**config.mk**
```make
export PLATFORM = sky130hd
export DESIGN_NAME = mc_fifo_flat
export DESIGN_NICKNAME = d
export VERILOG_FILES = /design/src/rtl/mc_fifo_pkg.sv /design/src/rtl/mc_fifo_if.sv /design/src/rtl/mc_fifo_mem.sv /design/src/rtl/mc_fifo.sv /design/src/flat_wrapper.sv
export SDC_FILE = /design/constraint.sdc
export NUM_CORES = 1
export LEC_CHECK = 0
export ABC_AREA = 0
export ABC_CLOCK_PERIOD_IN_PS = 9200
export CORE_MARGIN = 2
export CORE_UTILIZATION = 52
export CTS_CLUSTER_DIAMETER = 30
export CTS_CLUSTER_SIZE = 28
export DETAILED_ROUTE_END_ITERATION = 10
export GPL_TIMING_DRIVEN = 0
export PLACE_DENSITY = 0.76
export SYNTH_ARGS = -nofsm -noshare
export SYNTH_HDL_FRONTEND = slang
export SYNTH_SLANG_ARGS = --single-unit
```
**constraint.sdc**
```tcl
create_clock -name clk -period 9.2 [get_ports clk]
set_clock_uncertainty 0.1 [all_clocks]
set_input_delay 1.84 -clock clk [delete_from_list [all_inputs] [get_ports clk]]
set_output_delay 1.84 -clock clk [all_outputs]
set_load 0.03 [all_outputs]
```
**src/rtl/mc_fifo_pkg.sv**
```systemverilog
// Shared constants and width helpers for the multi-channel FIFO.
//   DefDataW/DefDepth/DefNumCh : default parameter values
//   StatCntW                   : width of the optional error-event counters
//   ch_w()/addr_w()            : channel-select and per-channel address widths
package mc_fifo_pkg;

  localparam int unsigned DefDataW = 8;
  localparam int unsigned DefDepth = 16;
  localparam int unsigned DefNumCh = 4;
  localparam int unsigned StatCntW = 16;

  // Smallest w with 2**w >= n.
  function automatic int unsigned log2_ceil(input int unsigned n);
    int unsigned w;
    w = 0;
    for (int unsigned i = 0; i < 32; i++) begin
      if ((32'd1 << i) < n) w = i + 1;
    end
    return w;
  endfunction

  // A single channel still needs a one-bit select field.
  function automatic int unsigned ch_w(input int unsigned num_ch);
    return (num_ch <= 1) ? 1 : log2_ceil(num_ch);
  endfunction

  function automatic int unsigned addr_w(input int unsigned depth);
    return log2_ceil(depth);
  endfunction

endpackage

```
**src/rtl/mc_fifo_if.sv**
```systemverilog
// Write/read request bus of the multi-channel FIFO.
//   master : drives wr_en/wr_ch/wr_data and rd_en/rd_ch, receives rd_data/rd_valid
//   slave  : the FIFO side of the same signals
interface mc_fifo_if #(
  parameter int unsigned DATA_W = mc_fifo_pkg::DefDataW,
  parameter int unsigned NUM_CH = mc_fifo_pkg::DefNumCh
);
  import mc_fifo_pkg::*;

  localparam int unsigned CH_W = ch_w(NUM_CH);

  logic              wr_en;
  logic [CH_W-1:0]   wr_ch;
  logic [DATA_W-1:0] wr_data;
  logic              rd_en;
  logic [CH_W-1:0]   rd_ch;
  logic [DATA_W-1:0] rd_data;
  logic              rd_valid;

  modport master (
    output wr_en, wr_ch, wr_data, rd_en, rd_ch,
    input  rd_data, rd_valid
  );

  modport slave (
    input  wr_en, wr_ch, wr_data, rd_en, rd_ch,
    output rd_data, rd_valid
  );

endinterface

```
**src/rtl/mc_fifo_mem.sv**
```systemverilog
// Simple dual-port storage for all channels: one write port, one synchronous read port.
//   clk_i, rst_ni          : clock, async active-low reset (read register only)
//   we_i, waddr_i, wdata_i : write port
//   re_i, raddr_i          : read request; rdata_o updates the cycle after re_i, else holds
module mc_fifo_mem
  import mc_fifo_pkg::*;
#(
  parameter int unsigned DATA_W  = DefDataW,
  parameter int unsigned ENTRIES = DefNumCh * DefDepth,
  parameter int unsigned ADDR_W  = 6
) (
  input  logic              clk_i,
  input  logic              rst_ni,
  input  logic              we_i,
  input  logic [ADDR_W-1:0] waddr_i,
  input  logic [DATA_W-1:0] wdata_i,
  input  logic              re_i,
  input  logic [ADDR_W-1:0] raddr_i,
  output logic [DATA_W-1:0] rdata_o
);

  // The array is deliberately not reset; only the output register is.
  logic [DATA_W-1:0] mem_q [ENTRIES];
  logic [DATA_W-1:0] rdata_q;

  always_ff @(posedge clk_i) begin
    if (we_i) mem_q[waddr_i] <= wdata_i;
  end

  always_ff @(posedge clk_i or negedge rst_ni) begin
    if (!rst_ni) begin
      rdata_q <= '0;
    end else if (re_i) begin
      rdata_q <= mem_q[raddr_i];
    end
  end

  assign rdata_o = rdata_q;

endmodule

```
**src/rtl/mc_fifo.sv**
```systemverilog
// Multi-channel FIFO: NUM_CH independent FIFOs of DEPTH words sharing one RAM.
//   clk, rst_n        : clock, async active-low reset
//   bus (slave)       : write request (wr_en/wr_ch/wr_data), read request (rd_en/rd_ch),
//                       read return (rd_data/rd_valid, one cycle after an accepted read)
//   full/empty/almost_full : per-channel status, registered
//   count             : per-channel occupancy, channel i at [i*(AW+1) +: AW+1]
//   err_ovf/err_udf   : one-cycle pulse after a write to full / read from empty channel
//   ovf_cnt/udf_cnt   : saturating error-event counters, only with MC_FIFO_STATS_EN
module mc_fifo
  import mc_fifo_pkg::*;
#(
  parameter int unsigned DATA_W = DefDataW,
  parameter int unsigned DEPTH  = DefDepth,
  parameter int unsigned NUM_CH = DefNumCh,
  parameter int unsigned AF_LVL = DEPTH - 2
) (
  input  logic                                 clk,
  input  logic                                 rst_n,
  mc_fifo_if.slave                             bus,
  output logic [NUM_CH-1:0]                    full,
  output logic [NUM_CH-1:0]                    empty,
  output logic [NUM_CH-1:0]                    almost_full,
  output logic [NUM_CH*(addr_w(DEPTH)+1)-1:0]  count,
  output logic                                 err_ovf,
  output logic                                 err_udf
`ifdef MC_FIFO_STATS_EN
  ,
  output logic [StatCntW-1:0]                  ovf_cnt,
  output logic [StatCntW-1:0]                  udf_cnt
`endif
);

  localparam int unsigned CH_W  = ch_w(NUM_CH);
  localparam int unsigned AW    = addr_w(DEPTH);
  localparam int unsigned PW    = AW + 1;
  localparam int unsigned MemAw = CH_W + AW;

  logic [CH_W-1:0]   wr_ch, rd_ch;
  logic [PW-1:0]     wr_ptr_q [NUM_CH];
  logic [PW-1:0]     wr_ptr_d [NUM_CH];
  logic [PW-1:0]     rd_ptr_q [NUM_CH];
  logic [PW-1:0]     rd_ptr_d [NUM_CH];
  logic [PW-1:0]     cnt_q    [NUM_CH];
  logic [PW-1:0]     cnt_d    [NUM_CH];
  logic [NUM_CH-1:0] full_q, full_d, empty_q, empty_d, af_q, af_d;
  logic              wr_acc, rd_acc, err_ovf_d, err_udf_d;
  logic              rd_valid_q, err_ovf_q, err_udf_q;

  // With a single channel the select field is ignored so it can never index past the arrays.
  assign wr_ch = (NUM_CH > 1) ? bus.wr_ch : '0;
  assign rd_ch = (NUM_CH > 1) ? bus.rd_ch : '0;

  // Acceptance uses pre-edge status, so full+rd+wr reads only and empty+rd+wr writes only.
  assign wr_acc    = bus.wr_en & ~full_q[wr_ch];
  assign rd_acc    = bus.rd_en & ~empty_q[rd_ch];
  assign err_ovf_d = bus.wr_en & full_q[wr_ch];
  assign err_udf_d = bus.rd_en & empty_q[rd_ch];

  always_comb begin
    for (int unsigned i = 0; i < NUM_CH; i++) begin
      wr_ptr_d[i] = wr_ptr_q[i];
      rd_ptr_d[i] = rd_ptr_q[i];
    end
    if (wr_acc) wr_ptr_d[wr_ch] = wr_ptr_q[wr_ch] + PW'(1);
    if (rd_acc) rd_ptr_d[rd_ch] = rd_ptr_q[rd_ch] + PW'(1);
    for (int unsigned i = 0; i < NUM_CH; i++) begin
      cnt_d[i]   = wr_ptr_d[i] - rd_ptr_d[i];
      empty_d[i] = (wr_ptr_d[i] == rd_ptr_d[i]);
      full_d[i]  = (wr_ptr_d[i][AW-1:0] == rd_ptr_d[i][AW-1:0]) &&
                   (wr_ptr_d[i][AW] != rd_ptr_d[i][AW]);
      af_d[i]    = (cnt_d[i] >= PW'(AF_LVL));
    end
  end

  always_ff @(posedge clk or negedge rst_n) begin
    if (!rst_n) begin
      for (int unsigned i = 0; i < NUM_CH; i++) begin
        wr_ptr_q[i] <= '0;
        rd_ptr_q[i] <= '0;
        cnt_q[i]    <= '0;
      end
      full_q     <= '0;
      empty_q    <= '1;
      af_q       <= '0;
      rd_valid_q <= 1'b0;
      err_ovf_q  <= 1'b0;
      err_udf_q  <= 1'b0;
    end else begin
      for (int unsigned i = 0; i < NUM_CH; i++) begin
        wr_ptr_q[i] <= wr_ptr_d[i];
        rd_ptr_q[i] <= rd_ptr_d[i];
        cnt_q[i]    <= cnt_d[i];
      end
      full_q     <= full_d;
      empty_q    <= empty_d;
      af_q       <= af_d;
      rd_valid_q <= rd_acc;
      err_ovf_q  <= err_ovf_d;
      err_udf_q  <= err_udf_d;
    end
  end

  mc_fifo_mem #(
    .DATA_W  (DATA_W),
    .ENTRIES (NUM_CH * DEPTH),
    .ADDR_W  (MemAw)
  ) u_mem (
    .clk_i   (clk),
    .rst_ni  (rst_n),
    .we_i    (wr_acc),
    .waddr_i ({wr_ch, wr_ptr_q[wr_ch][AW-1:0]}),
    .wdata_i (bus.wr_data),
    .re_i    (rd_acc),
    .raddr_i ({rd_ch, rd_ptr_q[rd_ch][AW-1:0]}),
    .rdata_o (bus.rd_data)
  );

  assign bus.rd_valid = rd_valid_q;
  assign full         = full_q;
  assign empty        = empty_q;
  assign almost_full  = af_q;
  assign err_ovf      = err_ovf_q;
  assign err_udf      = err_udf_q;

  for (genvar g = 0; g < NUM_CH; g++) begin : g_count
    assign count[g*PW +: PW] = cnt_q[g];
  end

`ifdef MC_FIFO_STATS_EN
  logic [StatCntW-1:0] ovf_cnt_q, udf_cnt_q;

  always_ff @(posedge clk or negedge rst_n) begin
    if (!rst_n) begin
      ovf_cnt_q <= '0;
      udf_cnt_q <= '0;
    end else begin
      if (err_ovf_d && (ovf_cnt_q != '1)) ovf_cnt_q <= ovf_cnt_q + StatCntW'(1);
      if (err_udf_d && (udf_cnt_q != '1)) udf_cnt_q <= udf_cnt_q + StatCntW'(1);
    end
  end

  assign ovf_cnt = ovf_cnt_q;
  assign udf_cnt = udf_cnt_q;
`endif

endmodule

```
**src/flat_wrapper.sv**
```systemverilog
// flat-port wrapper written by rule: the top's interface ports become plain ports
module mc_fifo_flat import mc_fifo_pkg::*;
#(
  parameter int unsigned DATA_W = DefDataW,
  parameter int unsigned DEPTH  = DefDepth,
  parameter int unsigned NUM_CH = DefNumCh,
  parameter int unsigned AF_LVL = DEPTH - 2
)
  (clk, rst_n, full, empty, almost_full, count, err_ovf, err_udf, bus_wr_en, bus_wr_ch, bus_wr_data, bus_rd_en, bus_rd_ch, bus_rd_data, bus_rd_valid);
  mc_fifo_if #(.DATA_W(DATA_W), .NUM_CH(NUM_CH)) bus_i ();
  input  logic clk;
  input  logic rst_n;
  output logic [NUM_CH-1:0] full;
  output logic [NUM_CH-1:0] empty;
  output logic [NUM_CH-1:0] almost_full;
  output logic [NUM_CH*(addr_w(DEPTH)+1)-1:0] count;
  output logic err_ovf;
  output logic err_udf;
  input wire logic [$bits(bus_i.wr_en)-1:0] bus_wr_en;
  input wire logic [$bits(bus_i.wr_ch)-1:0] bus_wr_ch;
  input wire logic [$bits(bus_i.wr_data)-1:0] bus_wr_data;
  input wire logic [$bits(bus_i.rd_en)-1:0] bus_rd_en;
  input wire logic [$bits(bus_i.rd_ch)-1:0] bus_rd_ch;
  output wire logic [$bits(bus_i.rd_data)-1:0] bus_rd_data;
  output wire logic [$bits(bus_i.rd_valid)-1:0] bus_rd_valid;
  assign bus_i.wr_en = bus_wr_en;
  assign bus_i.wr_ch = bus_wr_ch;
  assign bus_i.wr_data = bus_wr_data;
  assign bus_i.rd_en = bus_rd_en;
  assign bus_i.rd_ch = bus_rd_ch;
  assign bus_rd_data = bus_i.rd_data;
  assign bus_rd_valid = bus_i.rd_valid;
  mc_fifo #(.DATA_W(DATA_W), .DEPTH(DEPTH), .NUM_CH(NUM_CH), .AF_LVL(AF_LVL)) u_core (.clk(clk), .rst_n(rst_n), .bus(bus_i), .full(full), .empty(empty), .almost_full(almost_full), .count(count), .err_ovf(err_ovf), .err_udf(err_udf));
endmodule
```
After elaboration in Yosys (flattened, before gate mapping) --
Memory sizes are Yosys's and may differ from the RTL's. A register that Yosys moved wholly into a read port is not among the register bits. Index checks and enable logic that the tools add are counted.
Storage, ports and cells: register bits 75, input port bits 16, word-level logic and storage cells 82, memories 1, output and inout bits 43, bits in writable memories 512
Operators by class: $lt $le $gt $ge 10, bitwise operators 8, reduce and logical (&&, ||, !) cells 7, mux-type cells 20, eq/ne operators 12, $add $sub $neg 6
Memory list:
- u_core.u_mem.mem_q | depth 64, width 8, read ports 1, clocked after Yosys merged registers in 1, wr ports 1, line mc_fifo_mem.sv:23 | logic [DATA_W-1:0] mem_q [ENTRIES];
Operators with widths (count):
- bitwise mux 20 bit | 2
- 2-to-1 mux 20 bit | 2
- 2-to-1 mux 5 bit | 6
- binary-select mux 5 bit (select 2 bit) | 2
- demux 5 bit (select 2 bit) | 2
- == test 5 bit | 4
- >= comparator 5 x 4 -> 1 bit (second input constant) | 4
- subtractor 5 bit | 4
- == test 4 bit | 4
- adder 5 x 1 -> 5 bit (second input constant) | 2
- >= comparator 3 bit (second input constant) | 2
- logical AND 1 bit | 6
- < comparator 2 x 3 -> 1 bit (second input constant) | 2
- < comparator 3 x 1 -> 1 bit (second input constant) | 2
- NOT 2 -> 3 bit | 2
- bitwise AND 1 bit | 4
- binary-select mux 1 bit (select 2 bit) | 2
- 2-to-1 mux 1 bit | 4
- inequality test 1 bit | 4
- NOT 1 bit | 2
- logical NOT 1 bit | 1

Logic depth before layout (Yosys ltp) --
Gate-level depths: netlist of the first run.
word-level depth 9, mapped depth 16, mapped depth without buffers 12

Cells and area by module --
Synthesis of the first run repeated with hierarchy kept, for this count alone.
Unflattened totals: cell total of the unflattened synthesis 1242, area, all modules 23995.5 um2
By module, submodules not included:
- mc_fifo_mem | times used 1, area each 20226.9 um2, seq. area each 15574.9 um2, cells each 939
- mc_fifo | times used 1, area each 3768.6 um2, seq. area each 1881.8 um2, cells each 303

Least setup slack after synthesis of the first run --
No wires, ideal clock.
path type input to register, start point in bus_rd_ch[1], end point reg u_core.af_q[3] (netlist: u_core.almost_full[3]), setup slack 4154 ps, setup time 120 ps, stages on the path 15, path buffers 6, arrival time 4826 ps, data required time 8980 ps, cell sequence buf_6 buf_4 mux4_2 buf_4 buf_4 buf_2 buf_2 ha_1 xnor2_1 o21a_1 ha_1 a21o_1 maj3_2 xor2_1 a31o_1
RTL lines:
- start, declared | line flat_wrapper.sv:23 | input wire logic [$bits(bus_i.rd_ch)-1:0] bus_rd_ch;
- end signal, assigned | line mc_fifo.sv:84 | af_q <= '0;
- end signal, assigned | line mc_fifo.sv:96 | af_q <= af_d;
- end, declared | line mc_fifo.sv:45 | logic [NUM_CH-1:0] full_q, full_d, empty_q, empty_d, af_q, af_d;

==> reports/qor.yml, run 1 <==
tightest_slew_ns: 1.219
worstSetupPathType: "in2reg"
cts.path.max_buffers: 3
synth_edf_count: 512
synth.area.top_cells: "edfxtp_1 64%, dfrtp_1 8.2%, mux4_2 7.9%"
grt_max_degree: 60
drv_slew: 0
area_growth_pct: 21.11
rrSetupSlack_ns: 4.77
seq_area_frac_synth_pct: 72.20
clk_latency_ns: 0.65
worst-r2r-cell-count: 14
setup_violations: 0
whs_endpoint: "u_core.u_mem.rdata_o[7]$_DFFE_PN0N_"
slew_headroom_pct: 18.76
cp-end-kind: "register"
required_ns: 9.61
avgSynthCellArea_um2: 17.03
ys_types: 69
rows: 79
cts.clk_slew.worst_paths_ns: 0.05
setup_tns_ns: 0
cts.repair.resized: 0
synth_area_um2: 24180
hold_violations: 0
fp.dieH_um: 219.6
cts_tree: "done"
met3_length_mm: 7.407
synth-seq-cells: 595
drc: 0
post_drt_wl_per_cell_um: 28.18
yosysWarnings: 0
via_per_inst: 6.297
die_area_um2: 48240
grt_pass1_wl_mm: 93.88
gr-total-overflow: 0
topRoutingLayerUsed: "met4"
post-route-cell-area_um2: 29280
max_clock_freq_mhz: 165.4
rsz0062_at_grt: "false"
synth-main-ff-cell: "edfxtp_1"
dp_hpwl_mm: 41.33
dr_total_vias: 14380
status: "finished clean"
htree_levels: 3
first_iter_violations: 2138
numCtsBuffers: 103
finalWeightedCongestion: 0.9459
synth_cells: 1420
met2WireLength_mm: 29.69
antenna_found_initial: 0
layout.nets: 1620
root_buffer: "clkbuf_16"
fillers: 3139
netlist_top_cells_count: "512 x edfxtp_1, 102 x nor2_1, 95 x nand2_1"
boundaryPins: 59
clock-sinks: 595
multi_input_area_um2: 6108
hold_path.class: "reg2reg"
antenna_cells: 0
synth_fp_nets: 1451
maxCapViolations: 0
ir_drop_v: 0.0002659
drive_gt1_share_pct: 21.42
dr.pass1.iters: 6
start_util_pct: 52.26
post_cts_buffers: 0
die_width_um: 219.6
fp.coreArea_um2: 46260
io_buffers: 55
post-synth-top-count-cell: "edfxtp_1"
yosys.area.top_type: "edfxtp_1"
hold_depth: 2
met1Wirelength_mm: 23.84
async_flop_share_pct: 13.95
power_density_nw_per_um2: 357.9
drt-total-wl_mm: 64.34
track_usage_pct: 27.26
crit_path_max_fanout: 10
grt_pass1_vias: 14450
critPathArrivalTime_ns: 6.46
antenna_left: 0
final-seq-area_um2: 17460
crit-reg2reg-launch: "u_core.rd_ptr_q[15]$_DFF_PN0_"
period_needed_ns: 6.046
hold_buffers: 0
min_from: "u_core.u_mem.rdata_o[7]$_DFFE_PN0N_"
timing.final.crit_share_pct: 65.72
synth_top_area_share_pct: 63.59
dpl_cell_area_um2: 25640
rr_endpoint: "u_core.almost_full[3]$_DFF_PN0_"
leakage_nw: 10.32
startpoint_type: "input port"
==> placed cells by master (no fill, tap or decap), drive strengths merged, types with 6 or more instances in the layout <==
cell type	instances
mux2	7
buf	70
clkinv	39
mux2i	87
and2	6
ha	11
a211oi	30
inv	59
a22oi	22
clkbuf	139
nand2b	9
edfxtp	512
a221oi	9
nand2	96
xor2	17
mux4	86
maj3	7
a311oi	6
a31oi	12
nand4	14
a22o	8
bufinv	17
xnor2	19
dfrtp	79
nand3	25
clkdlybuf4s50	46
nor2b	25
a21oi	38
o21ai	16
clkinvlp	11
nor2	102
==> layout make-up <==
class	count	area share [%]
inverters	49	0.6281
repair buffers	64	2.401
flip-flops and latches	595	59.62
clock inverters	77	3.128
well taps	607	2.594
clock buffers	115	9.311
plain buffers	76	1.461
multi-input cells	700	20.86
==> through the flow <==
step                      hold WS [ns]  utilization (%)  setup slack [ns]  instances  power, mW
after detailed placement        0.4143            55.43             2.559       2091      6.458
after global routing            0.4670            63.30             2.996       2283      10.78
after global placement          0.3976            55.10             2.563       2082      6.402
final                           0.4471            63.30             3.154       2283      10.48
after CTS                       0.4454            63.30             3.202       2283      10.43
after floorplan                 0.3764                -             4.154       1420      5.341
==> cell families after synthesis <==
group,after synthesis,synth area share [%]
flops,595,72.20
compound gates,164,4.772
simple gates,298,5.864
mux,180,11.97
fa+ha+maj,22,1.216
buf+inv,125,2.531
xor+xnor,36,1.444
==> how the worst max path moves through the flow <==
stage | endpoint | depth (start not counted) | start
floorplan | u_core.almost_full[3]$_DFF_PN0_ | 15 | bus_rd_ch[1]
global placement | u_core.almost_full[3]$_DFF_PN0_ | 15 | bus_rd_ch[0]
detailed placement | u_core.almost_full[3]$_DFF_PN0_ | 15 | bus_rd_ch[0]
CTS | u_core.almost_full[3]$_DFF_PN0_ | 15 | bus_rd_ch[0]
global route | u_core.almost_full[3]$_DFF_PN0_ | 15 | bus_rd_ch[0]
finish | u_core.almost_full[3]$_DFF_PN0_ | 15 | bus_rd_ch[0]
==> flip-flops by register name, summed over array words and instances (netlist names) <==
name,flops
u_core.bus.rd_valid,1
u_core.rd_ptr_q,20
u_core.almost_full,4
u_core.err_udf,1
u_core.empty,4
u_core.full,4
u_core.u_mem.mem_q,512
u_core.u_mem.rdata_o,8
u_core.err_ovf,1
u_core.count,20
u_core.wr_ptr_q,20
==> power by group <==
part	internal, mW	switching, mW
logic	1.18	2.02
registers	3.18	0.135
clock network	2.61	1.35
==> worst max-delay path, cell delays in order <==
cell and delay, ns:
clkdlybuf4s50_1 0.65, buf_6 0.22, mux2_4 0.37, inv_2 0.11
buf_2 0.40, buf_2 0.42, buf_2 0.46, ha_1 0.41
xnor2_1 0.12, o21a_1 0.22, ha_1 0.36, a21o_1 0.18
maj3_2 0.31, xor2_1 0.16, a31o_1 0.20
==> routing by layer <==
metal	global-route usage, %	vias up
met5	0	-
met4	14.16	0
met3	7.053	200
met2	41.92	1015
met1	36.14	7266
li1	-	5895
No activity file was read; power rests on OpenSTA's default activity.
==> inputs of run 2 (changes only) <==
Settings changed: ABC_CLOCK_PERIOD_IN_PS 9200 to 5100, PLACE_DENSITY 0.76 to 0.78.
Clock period 9.2 ns to 5.1 ns, I/O delays scaled along.
==> reports/qor.yml, run 2 (synthesized netlist as in run 1, its figures left out) <==
startpoint_type: "input port"
numCtsBuffers: 101
leakage_nw: 10.22
largest_reg_flops: 512
antenna_found_initial: 0
dr.pass1.iters: 6
clk_latency_ns: 0.64
fp.coreArea_um2: 46260
power_frac_clock_pct: 35.8
layout_common_cells: "512 x edfxtp_1, 106 x clkbuf_16, 102 x nor2_1, 95 x nand2_1, 87 x mux2i_1"
max_clock_freq_mhz: 200.8
grt_pass1_vias: 14890
slew_headroom_pct: 32.03
via_per_inst: 6.331
status: "finished clean"
power_density_nw_per_um2: 633.3
finalWeightedCongestion: 0.9218
io_buffers: 55
met1Wirelength_mm: 23.31
critPathArrivalTime_ns: 5.38
required_ns: 5.51
tightest_slew_ns: 1.015
rr_endpoint: "u_core.almost_full[2]$_DFF_PN0_"
layout.cells.most_common: "edfxtp_1"
drive_gt1_share_pct: 21.04
hold_violations: 0
cts.clk_slew.worst_paths_ns: 0.05
clock-sinks: 595
pwr-share-seq_pct: 32.6
cp-end-kind: "register"
fp.dieH_um: 219.6
die_width_um: 219.6
post_cts_buffers: 0
first_iter_violations: 2106
cts.path.max_buffers: 3
crit-reg2reg-launch: "u_core.rd_ptr_q[1]$_DFF_PN0_"
dr_total_vias: 14400
regMostFlops: "u_core.u_mem.mem_q"
timing.final.crit_share_pct: 97.63
ir_drop_v: 0.0004652
htree_levels: 3
power.switching_mw: 6.308
root_buffer: "clkbuf_16"
hold_buffers: 0
gr-total-overflow: 0
dpl_worst_slack_ns: -0.6913
crit_path_max_fanout: 10
setup_violations: 0
antenna_cells: 0
dp_hpwl_mm: 41.41
p_sw_share_pct: 34.33
whs_ns: 0.2021
worst-r2r-cell-count: 13
drt-total-wl_mm: 64.41
rows: 79
met2WireLength_mm: 29.82
area_growth_pct: 20.00
die_area_um2: 48240
p_int_mw: 12.07
drv_slew: 0
setup_ws_ns: 0.1206
layout.nets: 1617
rrSetupSlack_ns: 0.72
period_needed_ns: 4.979
grt_pass1_wl_mm: 95.08
drc: 0
p_comb_share_pct: 31.6
met3_length_mm: 7.708
hold_path.class: "in2async"
boundaryPins: 59
grt_max_degree: 61
topRoutingLayerUsed: "met4"
cts_tree: "done"
maxCapViolations: 0
start_util_pct: 52.26
rsz0062_at_grt: "false"
antenna_left: 0
track_usage_pct: 27.45
worstSetupPathType: "in2reg"
post_drt_wl_per_cell_um: 28.31
run 2: worst max path at each step:
stage,startpoint,endpoint,slack (ns),depth (start not counted)
floorplan,bus_rd_ch[1],u_core.almost_full[3]$_DFF_PN0_,0.87,15
global route,bus_rd_ch[0],u_core.almost_full[1]$_DFF_PN0_,0.03,14
finish,bus_rd_ch[0],u_core.almost_full[2]$_DFF_PN0_,0.12,14
detailed placement,bus_rd_ch[0],u_core.almost_full[3]$_DFF_PN0_,-0.69,15
global placement,bus_rd_ch[0],u_core.almost_full[3]$_DFF_PN0_,-0.70,15
CTS,bus_rd_ch[0],u_core.almost_full[0]$_DFF_PN0_,0.06,15
run 2: layer usage:
layer  up-vias  global-route usage [%]
li1       5876                       -
met1      7302                   34.72
met2       987                   42.39
met3       237                   9.041
met4         0                   14.61
met5         -                       0
run 2: worst max-delay path: stages:
cell and delay (ns):
clkdlybuf4s50_1 0.64, mux4_2 0.63, buf_4 0.23, buf_4 0.21
buf_2 0.27, buf_2 0.30, ha_1 0.47, mux2_2 0.25
fa_1 0.23, inv_1 0.06, maj3_1 0.35, maj3_2 0.32
xor2_1 0.16, a31o_1 0.21
run 2: metrics by stage:
step / TNS, ns / utilization [%] / power (mW) / instance area [um2] / std cells
6_report: 0 / 62.72 / 18.37 / 29010 / 2275
5_1_grt: 0 / 62.72 / 18.95 / 29010 / 2275
4_1_cts: 0 / 62.72 / 18.28 / 29020 / 2276
3_5_place_dp: -8.598 / 55.47 / 11.67 / 25660 / 2091
3_3_place_gp: -16.64 / 55.10 / 11.52 / 25490 / 2082
2_1_floorplan: 0 / - / 9.634 / 24180 / 1420
run 2: cell type report:
cell class                      count  area [um2]
Buffer                             75       427.9
Fill cell                        3136       17250
Timing Repair Buffer               64       725.7
Tap cell                          607       759.5
Clock inverter                     63       578.1
Multi-Input combinational cell    700        6108
Clock buffer                      122        2773
Sequential cell                   595       17460
Inverter                           49       183.9
run 2: repair_timing:
action	in CTS	in global routing
gates resized for setup	1	1
gates cloned	0	0
endpoints found under the setup margin	4	5
run 2: power groups by stage:
stage | sequential (mW) | combinational, mW | clock, mW
finish | 5.98 | 5.81 | 6.59
detailed placement | 6.06 | 5.61 | 0
global placement | 6.06 | 5.46 | 0
floorplan | 6.26 | 3.37 | 0
global route | 6.01 | 6.12 | 6.82
CTS | 5.98 | 5.70 | 6.60
